File: config.mk
export PLATFORM = sky130hd
export DESIGN_NAME = meas_accum_core
export DESIGN_NICKNAME = d
export VERILOG_FILES = /design/src/rtl/meas_accum_core.sv
export SDC_FILE = /design/constraint.sdc
export NUM_CORES = 1
export LEC_CHECK = 0
export ABC_AREA = 1
export CORE_UTILIZATION = 59
export CTS_BUF_LIST = sky130_fd_sc_hd__clkbuf_8 sky130_fd_sc_hd__clkbuf_16
export DETAILED_ROUTE_END_ITERATION = 7
export PLACE_DENSITY = 0.89
export REMOVE_ABC_BUFFERS = 1
export SYNTH_ARGS = -nofsm -noshare
export SYNTH_HDL_FRONTEND = slang
export SYNTH_SLANG_ARGS = --single-unit
export TNS_END_PERCENT = 100
File: constraint.sdc
create_clock -name sys_clk -period 3.6 [get_ports sys_clk]
set_input_delay 0.72 -clock sys_clk [delete_from_list [all_inputs] [get_ports sys_clk]]
set_output_delay 0.72 -clock sys_clk [all_outputs]
set_load 0.03 [all_outputs]
File: src/rtl/meas_accum_core.sv
// rtl/meas_accum_core.sv - multi-channel settle/accumulate measurement core
// Skips n_skip strobes, then sums n_samples strobes per channel into saturating accumulators.
module meas_accum_core #(
  parameter int NCH        = 2,
  parameter int ADC_W      = 12,
  parameter int ACC_W      = 32,
  parameter int CNT_W      = 16,
  parameter int OFFSET_BIN = 1
) (
  input  logic                   sys_clk,
  input  logic                   rst,
  input  logic                   adc_valid,
  input  logic [NCH*ADC_W-1:0]   adc_data,
  input  logic                   start,
  input  logic                   abort,
  input  logic [CNT_W-1:0]       n_samples,
  input  logic [CNT_W-1:0]       n_skip,
  output logic                   busy,
  output logic                   meas_done,
  output logic [NCH*ACC_W-1:0]   result,
  output logic [NCH-1:0]         ovf
);

  typedef enum logic [1:0] {S_IDLE, S_SETTLE, S_ACCUM, S_DONE} state_t;

  localparam logic [ADC_W-1:0] MSB_FLIP = {OFFSET_BIN != 0, {(ADC_W-1){1'b0}}};
  localparam logic [ACC_W-1:0] ACC_MAX  = {1'b0, {(ACC_W-1){1'b1}}};
  localparam logic [ACC_W-1:0] ACC_MIN  = {1'b1, {(ACC_W-1){1'b0}}};

  state_t                       state, state_nxt;
  logic [CNT_W-1:0]             ns_r, skip_r, cnt, cnt_inc;
  logic [NCH-1:0][ACC_W-1:0]    acc, acc_nxt;
  logic [NCH-1:0]               wovf, wovf_nxt;
  logic                         start_ok;

  assign cnt_inc   = cnt + 1'b1;
  assign busy      = (state == S_SETTLE) || (state == S_ACCUM);
  assign meas_done = (state == S_DONE);
  assign start_ok  = start && ((state == S_IDLE) || (state == S_DONE));

  // One guard bit above the accumulator detects signed overflow of each add.
  for (genvar k = 0; k < NCH; k++) begin : g_ch
    logic [ADC_W-1:0] raw;
    logic [ACC_W:0]   sum;
    logic             sat;

    assign raw         = adc_data[k*ADC_W +: ADC_W] ^ MSB_FLIP;
    assign sum         = {acc[k][ACC_W-1], acc[k]} + {{(ACC_W+1-ADC_W){raw[ADC_W-1]}}, raw};
    assign sat         = sum[ACC_W] != sum[ACC_W-1];
    assign acc_nxt[k]  = sat ? (sum[ACC_W] ? ACC_MIN : ACC_MAX) : sum[ACC_W-1:0];
    assign wovf_nxt[k] = wovf[k] | sat;
  end

  always_ff @(posedge sys_clk or negedge rst) begin
    if (!rst) begin
      state <= S_IDLE;
    end else begin
      state <= state_nxt;
    end
  end

  always_comb begin
    state_nxt = state;
    case (state)
      S_IDLE, S_DONE: begin
        if (start) begin
          if (n_skip != '0)         state_nxt = S_SETTLE;
          else if (n_samples != '0) state_nxt = S_ACCUM;
          else                      state_nxt = S_DONE;
        end
      end
      S_SETTLE: begin
        if (abort)                                state_nxt = S_IDLE;
        else if (adc_valid && cnt_inc == skip_r)  state_nxt = (ns_r != '0) ? S_ACCUM : S_DONE;
      end
      S_ACCUM: begin
        if (abort)                                state_nxt = S_IDLE;
        else if (adc_valid && cnt_inc == ns_r)    state_nxt = S_DONE;
      end
      default: state_nxt = S_IDLE;
    endcase
  end

  // Abort takes priority over a coincident strobe so a cancelled run never publishes.
  always_ff @(posedge sys_clk or negedge rst) begin
    if (!rst) begin
      ns_r   <= '0;
      skip_r <= '0;
      cnt    <= '0;
      acc    <= '0;
      wovf   <= '0;
      result <= '0;
      ovf    <= '0;
    end else if (start_ok) begin
      ns_r   <= n_samples;
      skip_r <= n_skip;
      cnt    <= '0;
      acc    <= '0;
      wovf   <= '0;
      if (n_skip == '0 && n_samples == '0) begin
        result <= '0;
        ovf    <= '0;
      end
    end else if (busy && abort) begin
      cnt <= '0;
    end else if (state == S_SETTLE && adc_valid) begin
      if (cnt_inc == skip_r) begin
        cnt <= '0;
        if (ns_r == '0) begin
          result <= '0;
          ovf    <= '0;
        end
      end else begin
        cnt <= cnt_inc;
      end
    end else if (state == S_ACCUM && adc_valid) begin
      acc  <= acc_nxt;
      wovf <= wovf_nxt;
      cnt  <= cnt_inc;
      if (cnt_inc == ns_r) begin
        result <= acc_nxt;
        ovf    <= wovf_nxt;
      end
    end
  end

endmodule

* After elaboration in Yosys (flattened, before gate mapping) *
Index checks and enable logic that the tools add are counted.
W data, S select, Z words.

word-level totals
  memory bits (writable) = 0
  bits in latches = 0
  logic and storage cells = 97
  output and inout bits = 68
  memories kept = 0
  bits of input ports = 61
  bits in read-only memories = 0
  bits in registers = 182

operators by class
  magnitude comparators = 0
  shift-type cells = 0
  divide/modulo/power cells = 0
  bitwise operators = 4
  reduce and logical (&&, ||, !) cells = 24
  multiplexer cells = 42
  add/subtract/negate cells = 3
  equality and inequality tests = 15
  multiply operators = 0

operators with widths
  cell                     number
  $mux W64                 12
  $mux W32                 4
  $mux W16                 5
  $add A32 B12 Y33         2
  $logic_not A16 Y1        3
  $reduce_bool A16 Y1      3
  $mux W2                  18
  $eq A16 B16 Y1           2
  $add A16 B1 Y16 const B  1
  $ne A3 B2 Y1 const B     3
  $logic_and A1 B1 Y1      7
  $ne A2 B2 Y1 const B     3
  $pmux W2 S3              1
  $reduce_and A3 Y1        2
  $reduce_and A6 Y1        1
  $reduce_bool A3 Y1       2
  $eq A2 B2 Y1 const B     2
  $reduce_bool A4 Y1       1
  $ne A3 B3 Y1 const B     1
  $eq A2 B1 Y1 const B     1
  $logic_not A2 Y1         1
  $logic_or A1 B1 Y1       2
  $mux W1                  2
  $ne A1 B1 Y1             2
  other kinds (5)          7

* Logic depth before layout (Yosys ltp) *
Gate-level depths: netlist of the first run.

  depth after elaboration = 9
  depth in mapped cells = 18
  gate-level depth less buffers = 17

* Least setup slack after synthesis of the first run *
No wires, ideal clock.

  path kind = input port to flip-flop
  start point = in adc_data[11]
  end point = reg acc[10] (netlist bit)
  stages = 17
  setup time = 66 ps
  arrival time = 3629 ps
  path buffers = 2
  path slack = -94 ps
  path through = inv_1 ha_1 nand2_1 nor2_1 nor3b_1 nand3_1 nand2_1 nand4_1 nand3_1 xor2_1 inv_1 ha_1 clkbuf_1 a21oi_1 buf_2 nand3_1 nand2_1

on the way
  cells in the longest elaborated chain, start to end = 8

ends and longest elaborated chain
  what                                             line    RTL
  start: declaration                               13      input logic [NCH*ADC_W-1:0] adc_data,
  $not A1 Y1 (no source line) *                    --
  $add A32 B12 Y33 *                               48      assign sum = {acc[k][ACC_W-1], acc[k]} + {{(ACC_W+1-ADC_W){raw[ADC_W-1]}}, raw};
  $mux W32 / $ne A1 B1 Y1 (equally long branches)  50, 49
  $mux W32 *                                       50      assign acc_nxt[k] = sat ? (sum[ACC_W] ? ACC_MIN : ACC_MAX) : sum[ACC_W-1:0];
  $mux W64 *                                       116     end else if (state == S_ACCUM && adc_valid) begin
  $mux W64 *                                       106     end else if (state == S_SETTLE && adc_valid) begin
  $mux W64 *                                       104     end else if (busy && abort) begin
  $mux W64 *                                       94      end else if (start_ok) begin
  end signal: assignment                           117     acc <= acc_nxt;
  end: declaration                                 32      logic [NCH-1:0][ACC_W-1:0] acc, acc_nxt;

Mark *: on every way between the ends. The rest lies on a longest branch, timed or not. The select of a mux whose other input is x is not followed.
A chain may end at the register's enable or synchronous reset.

* Worst setup path after layout of the first run *
  start point = in adc_data[8]
  end point = reg result[7]

on the way
  cells in the longest elaborated chain, start to end = 8

ends and longest elaborated chain
  what                                             line    RTL
  $add A32 B12 Y33 *                               48
  $mux W32 / $ne A1 B1 Y1 (equally long branches)  50, 49
  $mux W32 *                                       50
  $mux W64 *                                       120     if (cnt_inc == ns_r) begin
  $mux W64 *                                       116
  $mux W64 *                                       106
  $mux W64 *                                       104
  $mux W64 *                                       94
  end signal: assignment                           121     result <= acc_nxt;
  end: declaration                                 20      output logic [NCH*ACC_W-1:0] result,

Marks and branches as above.

==> results_dict.tcl, run 1 <==
set metrics [dict create \
    startpoint "adc_data[8]" \
    setup_violations 0 \
    grt_max_degree 133 \
    synth_cells 2078 \
    rsz0062_at_grt "true" \
    clock.fmax_mhz 296 \
    arrival_ns 3.74 \
    cts_made_buffers 17 \
    cts_tree "yes" \
    worst_path_max_delay_cell "clkdlybuf4s50_1" \
    slew_headroom_pct 16.0 \
    yosys-top-cells-count "nand2_1 (695), inv_1 (270), nand3_1 (225)" \
    detail_route.wl_per_cell_um 16.0 \
    seq_area_frac_synth_pct 33.5 \
    coreArea_mm2 0.0226 \
    setup_ws_ns 0.223 \
    post-place-cells 2595 \
    register_area_mm2 0.00455 \
    grtUsageTotal_pct 36.0 \
    clockBufferDepth 2 \
    max-cap-violations 0 \
    vias 14800 \
    num-fill-cells 1755 \
    design_area_mm2 0.0172 \
    cellLeakagePower_nw 9.14 \
    antenna_cells 0 \
    dieWidth_um 154 \
    fp.dieArea_mm2 0.0237 \
    period_needed_ns 3.38 \
    clkSlewWorstSetupHoldPaths_ns 0.08 \
    yosysTopAreaCell "dfrtp_1" \
    antenna_found_initial 0 \
    syn_area_mm2 0.0136 \
    power.density_mw_per_mm2 972 \
    crit_required_ns 3.97 \
    clock-root-buffer "clkbuf_16" \
    synth-edff-count 0 \
    route.detailed.drc 0 \
    instances_no_fill 2630 \
    first_global_vias 14200 \
    num_io_pins 129 \
    grt_pass1_wl_mm 68.5 \
    vdd_drop_max_v 0.000948 \
    portBuffers 128 \
    synth_top_area_share_pct 33.5 \
    max_stage_delay_ns 0.42 \
    overflow 0 \
    outcome "finished clean" \
    end_kind "flop" \
    setup_tns_ns 0 \
    place_area_mm2 0.0164 \
    synthArstFlopShare_pct 100 \
    dp_hpwl_mm 30.9 \
    fp-row-count 55 \
    synth_cell_types 34 \
    layout_worst_path_cycle_share_pct 93.8 \
    synth_seq_cells 182 \
    syn2layout_area_growth_pct 26.6 \
    nets 2465 \
    cts_sinks 182 \
    dp_worst_setup_slack_ns -0.591 \
    gp_congestion 0.968 \
    drive_gt1_share_pct 12.2 \
    vias_per_cell 5.62 \
    synth_area_leaders "dfrtp_1 (33%), nand2_1 (19%), nand3_1 (8.3%)" \
    yosysMostFrequentCell "nand2_1" \
    yosys_warnings 0 \
    hp-class "primary input to async pin" \
    htreeDepth 4 \
    worstReg2RegStart "acc[8]" \
    fin_skew_ns 0.0153 \
    post_synth.cell_area_avg_um2 6.55 \
    clk_latency_ns 0.45 \
    path_class "primary input to flop" \
    worst_hold_slack_ns 0.273 \
    dieHeight_um 154 \
    drt_iter0_markers 1121 \
    antenna_left 0 \
    synthFlopType "dfrtp_1" \
    finalPower_mw 16.7 \
    hold_viol 0 \
    crit_chain "clkdlybuf4s50_1, ha_1, nand2_1, nor2_2, nand3_1, nand3_1, nand3_2, nand2_1, nand4_1, nand3_1, xor2_1, inv_1, ha_4, buf_12, a21oi_1, o21ai_0, nand4_1, o21ai_1" \
    start_util_pct 60.1 \
    final_util_pct 76.0 \
    start_kind "primary input" \
    crit_top_cell "nand3_1" \
    critical_path.max_fanout 9 \
    tightestPinTransition_ns 1.26 \
    dr.pass1.iters 5 \
    slew_violations 0 \
    routed_wl_mm 42.1 \
    multi_input_area_mm2 0.00794 \
]
==> area by class of cell <==
type,count,area share [%]
Multi-Input combinational cell,1554,46.1
Sequential cell,182,26.5
Timing Repair Buffer,307,16.0
Inverter,270,5.89
Clock buffer,17,2.47
Tap cell,285,2.07
Clock inverter,15,0.959
==> final timing paths <==
path	end	slack (ns)	depth (start not counted)
worst max-delay path	result[7]	0.22	18
worst min-delay path	acc[33]	0.27	1
worst max register to register	result[7]	0.53	17
worst min register to register	result[39]	0.49	2
max in group asynchronous	skip_r[13]	2.31	2
min in group sys_clk	result[39]	0.49	2
==> flip-flops by register name, summed over array words and instances (netlist names) <==
signal / flops
result: 64
ovf: 2
cnt: 16
ns_r: 16
skip_r: 16
wovf: 2
state: 2
acc: 64
==> timing repair <==
item                       in CTS  in global routing
cloned                          0                  1
pin swaps                       0                  8
setup endpoints to repair      64                 66
resized for setup               6                 45
setup buffers                   0                  2
hold buffers                    0                  0
==> critical path: cells and delay by family <==
family | cells | cell delay, ns
XOR/XNOR | 1 | 0.19
AO/OA/AOI/OAI | 3 | 0.38
adder cells (fa/ha/maj) | 2 | 0.67
buffers and inverters | 3 | 0.65
AND/OR/NAND/NOR | 9 | 1.13
==> layer usage <==
metal / part of all wire, % / vias to the layer above / global-route usage, %
li1: - / 7254 / -
met1: 43 / 6887 / 46.1
met2: 48 / 547 / 61.7
met3: 6.0 / 97 / 4.85
met4: 2.9 / 0 / 13.8
met5: 0 / - / 0
==> layout by cell type, fill, tap and decap left out, types with 14 or more instances in the layout <==
cell,netlist,routed
inv_1,270,268
clkdlybuf4s50_1,0,126
clkbuf_16,0,18
o21ai_1,54,61
buf_4,0,169
a21oi_1,105,91
nor2_1,129,124
a21oi_2,0,14
nand2_1,695,689
nand4_1,79,79
nor3_1,18,17
dfrtp_1,182,182
nand3b_1,16,16
xnor2_1,19,19
o21ai_2,16,18
ha_1,70,59
nand3_1,225,222
o21ai_0,87,78
==> power by group <==
group / leakage, nW / switching, mW / total (mW) / internal [mW]
clock network: 0.282 / 0.936 / 1.92 / 0.988
registers: 2.34 / 0.593 / 3.46 / 2.87
logic: 6.51 / 6.91 / 11.3 / 4.44
total: 9.14 / 8.44 / 16.7 / 8.29
==> kinds of logic after synthesis <==
| group | Yosys count | synth area share (%) |
|---|---|---|
| buffers and inverters | 342 | 10.0 |
| and+or+nand+nor | 1180 | 37.1 |
| AOI/OAI and AO/OA | 276 | 10.8 |
| xor gates and xnor gates | 26 | 1.78 |
| DFF | 182 | 33.5 |
| adders and majority gates | 72 | 6.73 |
No activity file was read; power rests on OpenSTA's default activity.
==> run 2, diff against run 1 <==
--- a/config.mk
+++ b/config.mk
@@ -10,7 +10,6 @@
 export CTS_BUF_LIST = sky130_fd_sc_hd__clkbuf_8 sky130_fd_sc_hd__clkbuf_16
 export DETAILED_ROUTE_END_ITERATION = 7
 export PLACE_DENSITY = 0.89
-export REMOVE_ABC_BUFFERS = 1
 export SYNTH_ARGS = -nofsm -noshare
 export SYNTH_HDL_FRONTEND = slang
 export SYNTH_SLANG_ARGS = --single-unit
==> run 2 against run 1 <==
  * Largest power group unchanged
  * Clock power is essentially flat
  * Final area grew 0.41%
  * Sequential power grew 4%
  * Routed wire length grew 7.1%
  * Combinational power is essentially flat
  * First-iteration DRC count grew 32%
  * Clock skew grew 0.0038 ns
  * Via count grew 1.7%
==> results_dict.tcl, run 2 (synthesis results as in run 1) <==
set metrics [dict create \
    dp_hpwl_mm 33.7 \
    syn2layout_area_growth_pct 27.1 \
    arrival_ns 3.75 \
    dieWidth_um 154 \
    clkSlewWorstSetupHoldPaths_ns 0.08 \
    setup_ws_ns 0.215 \
    hold_viol 0 \
    coreArea_mm2 0.0226 \
    fin_skew_ns 0.0191 \
    detail_route.wl_per_cell_um 17.1 \
    max-cap-violations 0 \
    routed_wl_mm 45.1 \
    path_depth 18 \
    power.internal_mw 8.28 \
    fp.dieArea_mm2 0.0237 \
    crit_required_ns 3.96 \
    cts_sinks 182 \
    worst_hold_slack_ns 0.326 \
    syn-num-nets 2211 \
    clkPwrFrac_pct 11.1 \
    nets 2465 \
    first_global_vias 14400 \
    portBuffers 128 \
    r2r_cells 17 \
    crit_buf_inv 4 \
    largestRegisters "acc (64), result (64)" \
    clk_latency_ns 0.45 \
    vdd_drop_max_v 0.000553 \
    clock-root-buffer "clkbuf_16" \
    vias 15000 \
    slew_headroom_pct 14.1 \
    grt_pass1_wl_mm 72.9 \
    layout_worst_path_cycle_share_pct 94.0 \
    worst_path_max_delay_cell "clkdlybuf4s50_1" \
    fp-row-count 55 \
    cts_made_buffers 17 \
    end_kind "flop" \
    max_stage_delay_ns 0.43 \
    combPwrFrac_pct 67.7 \
    cts_tree "yes" \
    drive_gt1_share_pct 12.3 \
    htreeDepth 4 \
    ctsHoldBuffers 0 \
    clockBufferDepth 2 \
    final_util_pct 76.4 \
    num_io_pins 129 \
    route.detailed.drc 0 \
    finalPower_mw 17.0 \
    setup_tns_ns 0 \
    slew_violations 0 \
    start_util_pct 60.1 \
    place_area_mm2 0.0165 \
    crit_chain "clkdlybuf4s50_1, ha_1, a21oi_1, o21ai_0, inv_1, nand3_1, nand3_2, nand2_2, nand4_1, nand3_2, xor2_2, inv_2, ha_4, buf_12, a21oi_1, o21ai_1, nand4_1, o21ai_2" \
    dr.pass1.iters 6 \
    grtUsageTotal_pct 38.9 \
    hp-class "primary input to async pin" \
    mostFrequentLayoutCells "nand2_1 (686), inv_1 (266), nand3_1 (223)" \
    design_area_mm2 0.0173 \
    antenna_cells 0 \
    p_switching_mw 8.74 \
    final_common_cell "nand2_1" \
    setup_violations 0 \
    seq_power_share_pct 21.2 \
    tightestPinTransition_ns 1.28 \
    antenna_left 0 \
    path_class "primary input to flop" \
    cellLeakagePower_nw 9.16 \
    switching_share_pct 51.4 \
    dp_worst_setup_slack_ns -0.592 \
    vias_per_cell 5.72 \
    antenna_found_initial 0 \
    crit_family "simple AND/OR/NAND/NOR gates" \
    overflow 0 \
    drt_iter0_markers 1478 \
    instances_no_fill 2629 \
    start_kind "primary input" \
    dieHeight_um 154 \
    gp_congestion 1.01 \
    clock.fmax_mhz 295 \
    period_needed_ns 3.38 \
    post-place-cells 2593 \
    critical_path.max_fanout 9 \
    grt_max_degree 133 \
    power.density_mw_per_mm2 984 \
    outcome "finished clean" \
]
==> run 2: metal layers <==
metal	share of wire (%)	GRT usage, %
met1	42	52.9
met2	46	61.8
met3	8.6	7.78
met4	3.3	13.7
met5	0	0
==> run 2: final timing paths <==
kind,to,from,slack [ns]
setup / recovery,result[13],adc_data[10],0.22
hold / removal,ns_r[15],rst,0.33
setup reg to reg,result[13],acc[10],0.49
hold reg to reg,result[53],result[53],0.49
max in group asynchronous,acc[9],rst,2.46
min in group sys_clk,result[53],result[53],0.49
==> run 2: worst reg2reg max path, stage by stage, from the launching register on <==
cell and delay, ns:
dfrtp_1 0.43, ha_1 0.34, nand2_1 0.10, o21ai_0 0.23
inv_1 0.09, nand3_1 0.19, nand3_2 0.11, nand2_2 0.10
nand4_1 0.09, nand3_2 0.11, xor2_2 0.17, inv_2 0.07
ha_4 0.31, buf_12 0.13, a21oi_1 0.04, o21ai_1 0.12
nand4_1 0.17, o21ai_2 0.22
==> run 2: power groups by stage <==
stage | clock, mW | combinational [mW] | sequential [mW]
2_1_floorplan | 0 | 6.65 | 3.84
3_3_place_gp | 0 | 10.7 | 3.56
3_5_place_dp | 0 | 11.0 | 3.57
4_1_cts | 1.89 | 11.2 | 3.57
5_1_grt | 1.97 | 12.6 | 3.67
6_report | 1.89 | 11.5 | 3.61
==> run 2: area by class of cell <==
cell class / count / area [µm²]
Multi-Input combinational cell: 1554 / 7970
Fill cell: 1816 / 5350
Sequential cell: 182 / 4550
Timing Repair Buffer: 307 / 2810
Inverter: 270 / 1020
Clock buffer: 17 / 425
Tap cell: 285 / 357
Clock inverter: 14 / 154
==> run 2: timing repair <==
action                     4_1_cts  5_1_grt
setup endpoints to repair       62       64
resized for setup               13       27
gates cloned                     0        2
buffers inserted                 0        3
pin swaps                        4       15
